## src/rtl/sample_word_packer.sv

```systemverilog
// Packs four 8-bit ADC samples into 32-bit words and buffers them in a
// first-word-fall-through FIFO whose head word is presented with a ready flag.
module sample_word_packer #(
  parameter int SAMPLE_WIDTH = 8,
  parameter int FIFO_DEPTH   = 8,
  parameter int ADDR_WIDTH   = 3
) (
  input  logic                      clk,
  input  logic                      reset,
  input  logic [SAMPLE_WIDTH-1:0]   sample_in,
  input  logic                      sample_valid,
  input  logic                      frame_start,
  input  logic                      word_ack,
  input  logic                      clear_overflow,
  output logic [4*SAMPLE_WIDTH-1:0] word_data,
  output logic                      word_ready,
  output logic [ADDR_WIDTH:0]       fifo_level,
  output logic [1:0]                lane_count,
  output logic                      overflow
);

  localparam logic [ADDR_WIDTH:0]   FULL_LEVEL = (ADDR_WIDTH+1)'(FIFO_DEPTH);
  localparam logic [ADDR_WIDTH:0]   LEVEL_ONE  = (ADDR_WIDTH+1)'(1);
  localparam logic [ADDR_WIDTH-1:0] PTR_ONE    = ADDR_WIDTH'(1);

  logic [3*SAMPLE_WIDTH-1:0] partial;
  logic [4*SAMPLE_WIDTH-1:0] mem [FIFO_DEPTH];
  logic [4*SAMPLE_WIDTH-1:0] last_word;
  logic [4*SAMPLE_WIDTH-1:0] completed_word;
  logic [ADDR_WIDTH-1:0]     rd_ptr;
  logic [ADDR_WIDTH-1:0]     wr_ptr;
  logic                      push;
  logic                      pop;
  logic                      push_ok;
  logic                      drop;
  logic                      full;
  logic                      empty;

  assign empty          = (fifo_level == '0);
  assign full           = (fifo_level == FULL_LEVEL);
  assign completed_word = {sample_in, partial};
  assign push           = sample_valid && !frame_start && (lane_count == 2'd3);
  assign pop            = word_ack && !empty;
  // A pop in the same cycle frees the slot, so a full FIFO can still accept.
  assign push_ok        = push && (!full || pop);
  assign drop           = push && full && !pop;

  assign word_ready = !empty;
  assign word_data  = empty ? last_word : mem[rd_ptr];

  always_ff @(posedge clk) begin
    if (reset) begin
      lane_count <= 2'd0;
      partial    <= '0;
    end else if (frame_start) begin
      partial <= '0;
      if (sample_valid) begin
        partial[SAMPLE_WIDTH-1:0] <= sample_in;
        lane_count                <= 2'd1;
      end else begin
        lane_count <= 2'd0;
      end
    end else if (sample_valid) begin
      case (lane_count)
        2'd0: partial[SAMPLE_WIDTH-1:0]              <= sample_in;
        2'd1: partial[2*SAMPLE_WIDTH-1:SAMPLE_WIDTH]   <= sample_in;
        2'd2: partial[3*SAMPLE_WIDTH-1:2*SAMPLE_WIDTH] <= sample_in;
        default: ;
      endcase
      lane_count <= lane_count + 2'd1;
    end
  end

  always_ff @(posedge clk) begin
    if (push_ok) begin
      mem[wr_ptr] <= completed_word;
    end
  end

  always_ff @(posedge clk) begin
    if (reset) begin
      rd_ptr     <= '0;
      wr_ptr     <= '0;
      fifo_level <= '0;
      overflow   <= 1'b0;
      last_word  <= '0;
    end else begin
      if (push_ok) begin
        wr_ptr <= wr_ptr + PTR_ONE;
      end
      if (pop) begin
        rd_ptr    <= rd_ptr + PTR_ONE;
        last_word <= mem[rd_ptr];
      end
      case ({push_ok, pop})
        2'b10:   fifo_level <= fifo_level + LEVEL_ONE;
        2'b01:   fifo_level <= fifo_level - LEVEL_ONE;
        default: fifo_level <= fifo_level;
      endcase
      if (drop) begin
        overflow <= 1'b1;
      end else if (clear_overflow) begin
        overflow <= 1'b0;
      end
    end
  end

endmodule

```

## config.mk

```make
export PLATFORM = sky130hd
export DESIGN_NAME = sample_word_packer
export DESIGN_NICKNAME = d
export VERILOG_FILES = /design/src/rtl/sample_word_packer.sv
export SDC_FILE = /design/constraint.sdc
export NUM_CORES = 1
export LEC_CHECK = 0
export ABC_CLOCK_PERIOD_IN_PS = 7680
export CORE_MARGIN = 4
export CORE_UTILIZATION = 40
export CTS_BUF_LIST = sky130_fd_sc_hd__clkbuf_2
export DETAILED_ROUTE_END_ITERATION = 10
export PLACE_DENSITY_LB_ADDON = 0.25
export SYNTH_ARGS = -nofsm -noshare
export SYNTH_HDL_FRONTEND = slang
export SYNTH_SLANG_ARGS = --single-unit
```

## constraint.sdc

```tcl
create_clock -name clk -period 7.68 [get_ports clk]
set_input_delay 1.152 -clock clk [delete_from_list [all_inputs] [get_ports clk]]
set_output_delay 1.152 -clock clk [all_outputs]
set_load 0.005 [all_outputs]
```

# --- Word level (Yosys, flattened, before mapping) ---
# Memories as Yosys holds them, arrays and structs flattened. A register that Yosys moved wholly into a read port is not among the register bits.
# Index checks and enable logic that the tools add are counted.
totals:
  ff_bits: 69
  ram_bits: 256
  inputBits: 14
  n_memories: 1
memory_table:
  columns: ["name", "depth", "width", "rd", "rd_clocked_by_memory_dff", "wr", "line", "source"]
  rows:
  - ["mem", 8, 32, 1, 1, 1, "27", "logic [4*SAMPLE_WIDTH-1:0] mem [FIFO_DEPTH];"]
classes:
  n_addsub: 5
  n_eq_ne: 6
  muxes: 15
  reduce_logical: 21
op_table:
  columns: ["op", "count"]
  rows:
  - ["$mux W32", 1]
  - ["$mux W8", 4]
  - ["$pmux W4 S2", 1]
  - ["$reduce_bool A2 Y1", 4]
  - ["$add A3 B1 Y3 const B", 2]
  - ["$eq A2 B2 Y1 const B", 3]
  - ["$logic_and A1 B1 Y1", 6]
  - ["$mux W3", 2]
  - ["$reduce_and A2 Y1", 3]
  - ["$mux W1", 5]
  - ["$add A4 B1 Y4 const B", 1]
  - ["$eq A2 B1 Y1 const B", 2]
  - ["$eq A4 B4 Y1 const B", 1]
  - ["$logic_not A1 Y1", 4]
  - ["$logic_not A4 Y1", 1]
  - ["$mux W2", 2]
  - ["$sub A4 B1 Y4 const B", 1]
  - ["$add A2 B1 Y2 const B", 1]
  - ["$logic_not A2 Y1", 1]
  - ["$reduce_or A2 Y1", 1]
  - ["$logic_or A1 B1 Y1", 1]

# --- Depth between registers and ports, before layout ---
# Gate-level depths: netlist of the first run.
depth:
  depth_word: 7
  ltp_mapped: 10
  mapped_depth_nobuf: 9

# --- Worst setup path before layout of the first run ---
# No wires, ideal clock.
synth_path:
  kind: "input to register"
  from: "input port sample_valid"
  to: "memory mem[0][0] in the netlist's numbering, enable pin"
  setup_time_ns: 0.501
  arrival_ns: 4.802
  t_required_ns: 7.179
  slack_ns: 2.377
  path_stages: 5
  path_cell_list: "buf_2 > and3b_1 > clkbuf_1 > nand2_1 > nor4_1"
synth_between:
  elab_chain_cells: 5
synth_lines:
  columns: ["element", "line", "source"]
  rows:
  - ["start: declaration", "11", "input logic sample_valid,"]
  - ["$logic_and A1 B1 Y1 (2 in a row)", "42", "assign push = sample_valid && !frame_start && (lane_count == 2'd3);"]
  - ["$logic_and A1 B1 Y1", "45", "assign push_ok = push && (!full || pop);"]
  - ["$mux W1", "75", "if (push_ok) begin"]
  - ["$mux W1 (implied by the code)", "76", "mem[wr_ptr] <= completed_word;"]
  - ["end: declaration", "27", null]
# No other way between the ends.

==> qor.csv, run 1 <==
stage,metric,value,unit
run_status,outcome,finished clean,
die,die_w,187,um
clock_network,cts_tree,yes,
sta,setup_viol,0,
synthesis,async_flop_share,0,%
worst_setup_path,start_kind,flip-flop,
die,fp-row-count,65,
synthesis,ys_ff_latch,328,
worst_setup_path,timing.rr.start,lane_count[1]$_SDFFE_PP0P_,
pwr,ir_drop,0.0902,mV
global_route,grt_pass1_wl,40200,um
final_layout,area_growth,13.3,%
clock_network,cts_buffers,81,
pwr,leakage,0.00468,uW
final_layout,drive_gt1_share,29.1,%
synthesis,synthTopCellsByArea,"edfxtp_1 60%, dfxtp_1 11%, mux4_2 11%, a211oi_2 3.0%, mux2i_1 2.6%",
global_route,track_usage,14.5,%
synthesis,yosys.cell_types.count,43,
die,io_pins,54,
die,fp.dieH,187,um
sta,fmax,204,MHz
synthesis,syn_inst,752,
global_route,gr-total-overflow,0,
route,viasPerCell,5.13,
final_layout,final-seq-area,9140,um2
synthesis,yosysTopAreaCell,edfxtp_1,
synthesis,yosysWarnings,0,
synthesis,syn_area_per_cell,17.1,um2
die,design.die.area,35000,um2
place,port_buffers,53,
route,drc,0,
sta,slew_violations,0,
worst_setup_path,crit_cells,5,
route,drtPass1Iterations,4,
worst_setup_path,max_stage_delay,760,ps
route,wl_per_cell,19.0,um
synthesis,syn-num-nets,773,
synthesis,seq_area_frac_synth,71.1,%
flow_run,maxCapViolCount,0,
sta,worst_pin_slew,1080,ps
synthesis,synth_area,12800,um2
clock_network,clock_latency,850,ps
worst_setup_path,critPathKind,reg -> out,
sta,max-slew-margin-rel,28.0,%
route,ant_nets,0,
route,first_iter_violations,360,
sta,tns,0,ps
worst_setup_path,critPathMaxFanout,39,
worst_setup_path,crit_end,word_data[11],
final_layout,nets,872,
die,initial_core_util,40.6,%
clock_network,cts_root_buf,clkbuf_2,
route,wirelength,25100,um
clock_network,cts.sinks,328,
clock_network,clkTransAtPathRegs,90,ps
global_route,antenna_found_initial,1,
clock_network,clock_path_buffers,3,
worst_setup_path,rrSetupSlack,4790,ps
place,place_congestion,0.742,
synthesis,synth_edf_count,256,
worst_setup_path,critPathBufInv,2,
global_route,grt_pass1_vias,7259,
worst_setup_path,critPathCaptureType,output pin,
clock_network,post_cts_resized,0,
sta,finClkSkew,98.0,ps
place,dp_hpwl,13800,um
synthesis,synth_ff_type,edfxtp_1,
synthesis,netlist.area_leader.share,59.9,%
worst_setup_path,reg2reg_to,mem[7][23]$_DFFE_PP_,
place,postPlaceCellArea,13700,um2
worst_setup_path,crit_chain,"buf_4, mux4_2, mux2i_1, a21oi_1, clkdlybuf4s50_1",
worst_setup_path,cp_top_family,buffers and inverters,
sta,finalCritPeriodShare,63.7,%
sta,final_hold_viol_count,0,
clock_network,hold_buffers,0,
die,core_area,31600,um2
min_path,min_path_type,reg -> reg,
final_layout,stdcell_area,14500,um2
clock_network,post-cts-setup-buffers,0,
final_layout,fill_cells,2762,
worst_setup_path,slowest_stage,dfxtp_2,
worst_setup_path,required,6530,ps
pwr,powerDensity,222,nW/um2
sta,rsz0062_at_grt,false,
clock_network,cts.htree.levels,3,
final_layout,multiInputGateArea,3460,um2
worst_setup_path,r2r_cells,5,
worst_setup_path,critPathArrivalTime,3740,ps
global_route,grt_max_degree,69,
route,vias,6781,
sta,period_needed,4890,ps
[sequential cells by signal, summed over array words and instances (netlist names), named ones only]
name        cells
mem           256
overflow        1
last_word      32
wr_ptr          3
partial        24
lane_count      2
fifo_level      4
rd_ptr          3
[report_power, final]
| group | leakage (uW) | switching, uW | internal [uW] |
|---|---|---|---|
| Sequential | 0.00297 | 10.1 | 1900 |
| Combinational | 0.00109 | 48.9 | 36.2 |
| Clock | 0.000628 | 679 | 549 |
[cells in the mapped netlist, types with 3 or more instances]
master / count
a211oi_1: 3
a211oi_2: 31
a21oi_1: 54
a22oi_1: 8
buf_2: 19
buf_6: 10
clkbuf_1: 17
dfxtp_1: 72
edfxtp_1: 256
ha_1: 7
inv_1: 4
mux2i_1: 34
mux4_2: 64
nand2_1: 28
nand2b_1: 3
nand3_1: 17
nor2_1: 85
nor3_1: 6
xnor2_1: 3
[stage by stage]
stage,utilization [%],power (uW),setup slack [ps],hold WS [ps],std cells
floorplan,-,2000,2380,454,752
global placement,43.4,2040,3260,464,1170
detailed placement,43.4,2040,3140,467,1170
CTS,46.0,3280,2590,464,1321
global route,46.0,3390,2380,483,1322
finish,46.0,3230,2790,480,1322
[worst min path at each step]
stage                                  start                    to  slack (ps)  cells past startpoint
detailed placement    rd_ptr[1]$_SDFFE_PP0N_             flip-flop         470                      2
global route        partial[18]$_SDFFE_PP0P_  mem[1][18]$_DFFE_PP_         480                      0
floorplan             rd_ptr[1]$_SDFFE_PP0N_             flip-flop         450                      2
global placement      rd_ptr[1]$_SDFFE_PP0N_             flip-flop         460                      2
finish                rd_ptr[1]$_SDFFE_PP0N_             flip-flop         480                      2
CTS                 partial[18]$_SDFFE_PP0P_  mem[7][18]$_DFFE_PP_         460                      0
[final cells by class]
class	count	share of cell area, %
Clock buffer	131	4.51
Tap cell	402	3.46
Multi-Input combinational cell	371	23.8
Sequential cell	328	62.8
Timing Repair Buffer	65	4.23
Clock inverter	20	1.08
Inverter	4	0.103
Antenna cell	1	0.0172
[worst register-to-register path: stages, from the launching register on]
cell      delay, ps
dfxtp_1         470
ha_1            210
nand3b_1        280
a21oi_2         340
nand2_1         270
nor2_4          910
[layout by cell type, fill, tap and decap left out, types with 2 or more instances in the layout]
| cell | instances |
|---|---|
| a211oi_1 | 3 |
| a211oi_2 | 31 |
| a21oi_1 | 54 |
| a22oi_1 | 8 |
| a31oi_1 | 2 |
| buf_4 | 12 |
| bufinv_16 | 3 |
| clkbuf_2 | 131 |
| clkdlybuf4s50_1 | 52 |
| clkinv_1 | 11 |
| clkinv_2 | 3 |
| dfxtp_1 | 69 |
| dfxtp_2 | 2 |
| edfxtp_1 | 256 |
| ha_1 | 7 |
| inv_1 | 4 |
| inv_2 | 3 |
| mux2i_1 | 34 |
| mux4_2 | 64 |
| nand2_1 | 28 |
| nand2b_1 | 2 |
| nand3_1 | 17 |
| nand3b_1 | 2 |
| nor2_1 | 82 |
| nor2_4 | 3 |
| nor2b_1 | 2 |
| nor3_1 | 2 |
| nor3_2 | 5 |
| o21a_1 | 2 |
| o21ai_0 | 2 |
| or2_2 | 2 |
| xnor2_1 | 3 |
| xor2_1 | 2 |
[per-layer routing]
layer / track usage, % / part of all wire, %
met2: 23.8 / 48
met4: 4.81 / 1.5
met1: 19.1 / 46
met5: 0 / 0
met3: 3.51 / 4.6
[cell families after synthesis]
kind of cell	Yosys count	share of synthesized area (%)
compound gates	110	6.67
simple gates	151	5.00
mux	98	13.9
buf+inv	53	2.36
fa+ha+maj	7	0.682
flops	328	71.1
xor+xnor	5	0.341
No activity file was read; power rests on OpenSTA's default activity.
==> run 2, diff against run 1 <==
Settings changed: ABC_CLOCK_PERIOD_IN_PS 7680 to 5000.
Clock period 7.68 ns to 5 ns, I/O delays scaled along.
==> run 2 against run 1 <==
Effect of this change: count of clock-buffer cells in the layout decreased by 2; sequential power is 54% higher; total power is 48% higher; largest power group unchanged; cell count up 0.83%; first-iteration DRC count increased by 30%; highest routed layer unchanged; critical endpoint is now word_data[6]; clock power rose by 38%.
==> qor.csv, run 2 (synthesis gave the netlist of run 1 again) <==
stage,metric,value,unit
run_status,outcome,finished clean,
route,ant_nets,0,
sta,fin_hold_ws,439,ps
final_layout,area_growth,13.2,%
final_layout,fill_cells,2773,
global_route,gr-total-overflow,0,
pwr,p_int,3660,uW
pwr,powerDensity,328,nW/um2
die,initial_core_util,40.6,%
sta,period_needed,4150,ps
clock_network,cts.htree.levels,3,
clock_network,cts_root_buf,clkbuf_2,
sta,fmax,241,MHz
route,vias,6918,
place,place_congestion,0.708,
route,drc,0,
worst_setup_path,max_stage_delay,680,ps
sta,setup_viol,0,
route,wirelength,26500,um
worst_setup_path,required,4250,ps
die,fp-row-count,65,
pwr,ir_drop,0.144,mV
sta,worst_pin_slew,946,ps
pwr,power_frac_comb,2.8,%
global_route,grt_pass1_vias,7279,
route,wl_per_cell,19.9,um
clock_network,cts.sinks,328,
sta,final_hold_viol_count,0,
place,postPlaceCellArea,13800,um2
worst_setup_path,slowest_stage,dfxtp_4,
sta,max-slew-margin-rel,36.9,%
die,io_pins,54,
clock_network,clock_path_buffers,3,
pwr,clock_power_share,35.6,%
pwr,seqPwrFrac,61.6,%
place,dp_hpwl,14900,um
min_path,min_from,reset,
clock_network,cts_buffers,82,
final_layout,largest_reg_flops,256,
final_layout,stdcell_area,14500,um2
place,pre_cts_slack,1530,ps
final_layout,nets,883,
sta,rsz0062_at_grt,false,
global_route,track_usage,15.3,%
worst_setup_path,reg2reg_to,mem[4][16]$_DFFE_PP_,
final_layout,fin_util,46.0,%
route,viasPerCell,5.19,
worst_setup_path,timing.rr.start,lane_count[1]$_SDFFE_PP0P_,
pwr,switching_share,23.4,%
die,die_w,187,um
die,fp.dieH,187,um
clock_network,clock_latency,840,ps
die,core_area,31600,um2
final_layout,drive_gt1_share,28.8,%
clock_network,hold_buffers,0,
final_layout,final_common_cell,edfxtp_1,
place,port_buffers,53,
worst_setup_path,critPathKind,reg -> out,
worst_setup_path,start_kind,flip-flop,
worst_setup_path,crit_chain,"buf_4, mux4_2, mux2i_1, a21oi_1, clkdlybuf4s50_1",
final_layout,regMostFlops,mem,
worst_setup_path,critPathArrivalTime,3400,ps
pwr,p_sw,1120,uW
final_layout,top_regs,"mem x256, last_word x32, partial x24",
sta,setup_ws,852,ps
min_path,min_to,wr_ptr[0]$_SDFFE_PP0P_,
sta,slew_violations,0,
global_route,grt_pass1_wl,41400,um
worst_setup_path,r2r_cells,6,
die,design.die.area,35000,um2
global_route,grt_max_degree,38,
final_layout,final-seq-area,9140,um2
global_route,antenna_found_initial,1,
route,first_iter_violations,469,
worst_setup_path,rrSetupSlack,2410,ps
sta,finalCritPeriodShare,83.0,%
pwr,leakage,0.00471,uW
worst_setup_path,critPathMaxFanout,24,
sta,tns,0,ps
final_layout,multiInputGateArea,3460,um2
worst_setup_path,critPathCaptureType,output pin,
clock_network,post-cts-setup-buffers,0,
final_layout,final_cell_mix,"256 x edfxtp_1, 129 x clkbuf_2, 82 x nor2_1",
clock_network,clkTransAtPathRegs,100,ps
sta,finClkSkew,54.5,ps
route,drtPass1Iterations,5,
min_path,holdPathStages,2,
min_path,min_path_type,in -> reg,
flow_run,maxCapViolCount,0,
clock_network,post_cts_resized,0,
clock_network,cts_tree,yes,
==> run 2: cell type report <==
cell class	count	share of cell area (%)
antenna	2	0.0344
clock buffer	129	4.44
clock inverter	22	0.576
inverter	4	0.103
multi-input combinational	371	23.8
sequential	328	62.8
tap	402	3.46
timing repair buffer	75	4.75
==> run 2: per-stage QoR <==
| step | cells | power [uW] |
|---|---|---|
| after floorplan | 752 | 3070 |
| after global placement | 1180 | 3140 |
| after detailed placement | 1180 | 3140 |
| after CTS | 1331 | 4860 |
| after global routing | 1333 | 5040 |
| final | 1333 | 4780 |
==> run 2: power by group through the flow <==
stage               Clock, uW  Combinational, uW  Sequential, uW
global placement            0                132            3000
finish                   1700                133            2940
detailed placement          0                134            3000
floorplan                   0               68.9            3000
global route             1950                146            2950
CTS                      1790                135            2940
==> run 2: worst max path at each step <==
stage | start | end | slack (ps) | cells after the start
6_report | flip-flop | word_data[6] | 850 | 5
3_5_place_dp | sample_valid | mem[7][20]$_DFFE_PP_ | 1530 | 7
2_1_floorplan | sample_valid | mem[0][0]$_DFFE_PP_ | 100 | 5
5_1_grt | flip-flop | word_data[6] | 550 | 5
4_1_cts | flip-flop | word_data[6] | 700 | 5
3_3_place_gp | sample_valid | mem[7][17]$_DFFE_PP_ | 1580 | 7
==> run 2: worst max-delay path: cells and delay by family, from the launching register on <==
kind	cells	cell delay [ps]
buffers and inverters	2	880
AOI/OAI and AO/OA	1	120
DFF	1	680
muxes	2	890
==> run 2: layer usage <==
metal	global-route usage, %	wire (um)	up-vias
li1	-	-	3223
met5	0	0	-
met3	3.60	1350	42
met1	20.0	11600	3471
met4	5.29	438	0
met2	25.2	13100	182
==> run 3, diff against run 2 <==
Settings changed: ABC_CLOCK_PERIOD_IN_PS 5000 to 3700.
Clock period 5 ns to 3.7 ns, I/O delays scaled along.
==> run 3 against run 2 <==
Effect of this change: cell area rose by 2.7%; register-to-register slack got worse by 1400 ps; sequential share of layout area fell by 1.6 points; sequential power rose by 35%; total power rose by 41%; routed wire length rose by 0.39%; highest routed layer unchanged; critical endpoint is now word_data[17].
==> qor.csv, run 3 (synthesis gave the netlist of run 1 again) <==
stage,metric,value,unit
run_status,outcome,finished clean,
sta,setup_viol,0,
route,viasPerCell,5.16,
place,dp_hpwl,14400,um
clock_network,cts_root_buf,clkbuf_2,
clock_network,clkTransAtPathRegs,100,ps
worst_setup_path,critPathCaptureType,output pin,
worst_setup_path,max_stage_delay,520,ps
worst_setup_path,critPathKind,reg -> out,
worst_setup_path,crit_cells,6,
final_layout,stdcell_area,14900,um2
global_route,antenna_found_initial,1,
sta,final_hold_viol_count,0,
final_layout,drive_gt1_share,31.7,%
worst_setup_path,critPathBufInv,3,
global_route,track_usage,15.3,%
min_path,holdPathStages,2,
sta,slew_violations,0,
worst_setup_path,critPathArrivalTime,2910,ps
die,fp.dieH,187,um
sta,finClkSkew,91.1,ps
sta,fin_hold_ws,289,ps
final_layout,top_regs,"mem x256, last_word x32, partial x24",
worst_setup_path,crit_chain,"clkbuf_4, buf_4, mux4_2, mux2i_2, a21oi_1, clkdlybuf4s50_1",
route,vias,6958,
sta,max-slew-margin-rel,50.9,%
flow_run,maxCapViolCount,0,
worst_setup_path,reg2reg_to,mem[4][11]$_DFFE_PP_,
min_path,min_from,reset,
final_layout,area_growth,16.3,%
final_layout,final_common_cell,edfxtp_1,
final_layout,fin_util,47.2,%
clock_network,cts.htree.levels,3,
worst_setup_path,required,3140,ps
sta,fmax,289,MHz
clock_network,cts_tree,yes,
route,drtPass1Iterations,4,
die,fp-row-count,65,
clock_network,clock_path_buffers,3,
final_layout,largest_reg_flops,256,
worst_setup_path,slowest_stage,mux4_2,
die,design.die.area,35000,um2
worst_setup_path,rrSetupSlack,1030,ps
place,place_congestion,0.707,
global_route,grt_max_degree,69,
worst_setup_path,timing.rr.start,lane_count[1]$_SDFFE_PP0P_,
place,port_buffers,53,
worst_setup_path,critPathMaxFanout,5,
pwr,leakage,0.00488,uW
route,ant_nets,0,
clock_network,cts_buffers,84,
route,wirelength,26600,um
route,wl_per_cell,19.7,um
route,first_iter_violations,388,
worst_setup_path,start_kind,flip-flop,
final_layout,final_cell_mix,"256 x edfxtp_1, 140 x clkbuf_2, 82 x nor2_1",
final_layout,multiInputGateArea,3520,um2
die,io_pins,54,
final_layout,nets,895,
pwr,ir_drop,0.225,mV
pwr,powerDensity,452,nW/um2
min_path,min_to,wr_ptr[1]$_SDFFE_PP0P_,
route,drc,0,
sta,tns,0,ps
clock_network,cts.sinks,328,
place,postPlaceCellArea,14000,um2
pwr,finalPower,6750,uW
die,core_area,31600,um2
sta,period_needed,3460,ps
worst_setup_path,cp_top_family,buffers and inverters,
min_path,min_path_type,in -> reg,
sta,rsz0062_at_grt,false,
global_route,gr-total-overflow,0,
sta,finalCritPeriodShare,93.6,%
final_layout,fill_cells,2783,
die,initial_core_util,40.6,%
final_layout,final-seq-area,9140,um2
die,die_w,187,um
global_route,grt_pass1_wl,41700,um
worst_setup_path,r2r_cells,6,
final_layout,regMostFlops,mem,
global_route,grt_pass1_vias,7360,
clock_network,clock_latency,850,ps
sta,worst_pin_slew,736,ps
==> run 3: power breakdown <==
group,internal [uW],leakage [uW],switching (uW)
Sequential,3950,0.00299,22.3
Combinational,79.3,0.00124,104
Clock,1190,0.000647,1400
==> run 3: area by class of cell <==
cell class / instances / area share [%]
flip-flops and latches: 328 / 61.2
multi-input cells: 371 / 23.5
repair buffers: 85 / 6.13
clock buffers: 140 / 4.69
well taps: 402 / 3.37
clock inverters: 16 / 0.938
inverters: 4 / 0.101
diodes: 2 / 0.0335
==> run 3: worst max-delay path by stage <==
stage          slack, ps                    to
6_report             240         word_data[17]
5_1_grt               10         word_data[20]
4_1_cts                8         word_data[31]
3_5_place_dp         520  mem[4][14]$_DFFE_PP_
3_3_place_gp         610  mem[4][15]$_DFFE_PP_
2_1_floorplan       -170   mem[2][0]$_DFFE_PP_
==> run 3: worst register-to-register path: cells and delay by family (launching register included) <==
kind | cells | cell delay [ps]
AO/OA/AOI/OAI | 1 | 330
adder cells (fa/ha/maj) | 1 | 200
AND/OR/NAND/NOR | 3 | 740
flip-flops | 1 | 450
buffers and inverters | 1 | 490
==> run 3: through the flow <==
| stage | instances | setup slack (ps) |
|---|---|---|
| global route | 1348 | 12.0 |
| finish | 1348 | 237 |
| floorplan | 752 | -168 |
| global placement | 1180 | 609 |
| CTS | 1340 | 7.52 |
| detailed placement | 1180 | 523 |
==> run 3: repair_timing <==
item                       in CTS  in global routing
gates resized for setup         1                  9
hold buffers                    0                  0
setup endpoints to repair      20                 18
gates cloned                    0                  0
setup buffers                   4                  6
==> run 3: layer usage <==
metal | GRT usage, % | wire (um) | up-vias
met3 | 3.47 | 1450 | 40
met4 | 5.60 | 427 | 0
li1 | - | - | 3262
met2 | 25.5 | 13000 | 188
met5 | 0 | 0 | -
met1 | 19.8 | 11700 | 3468
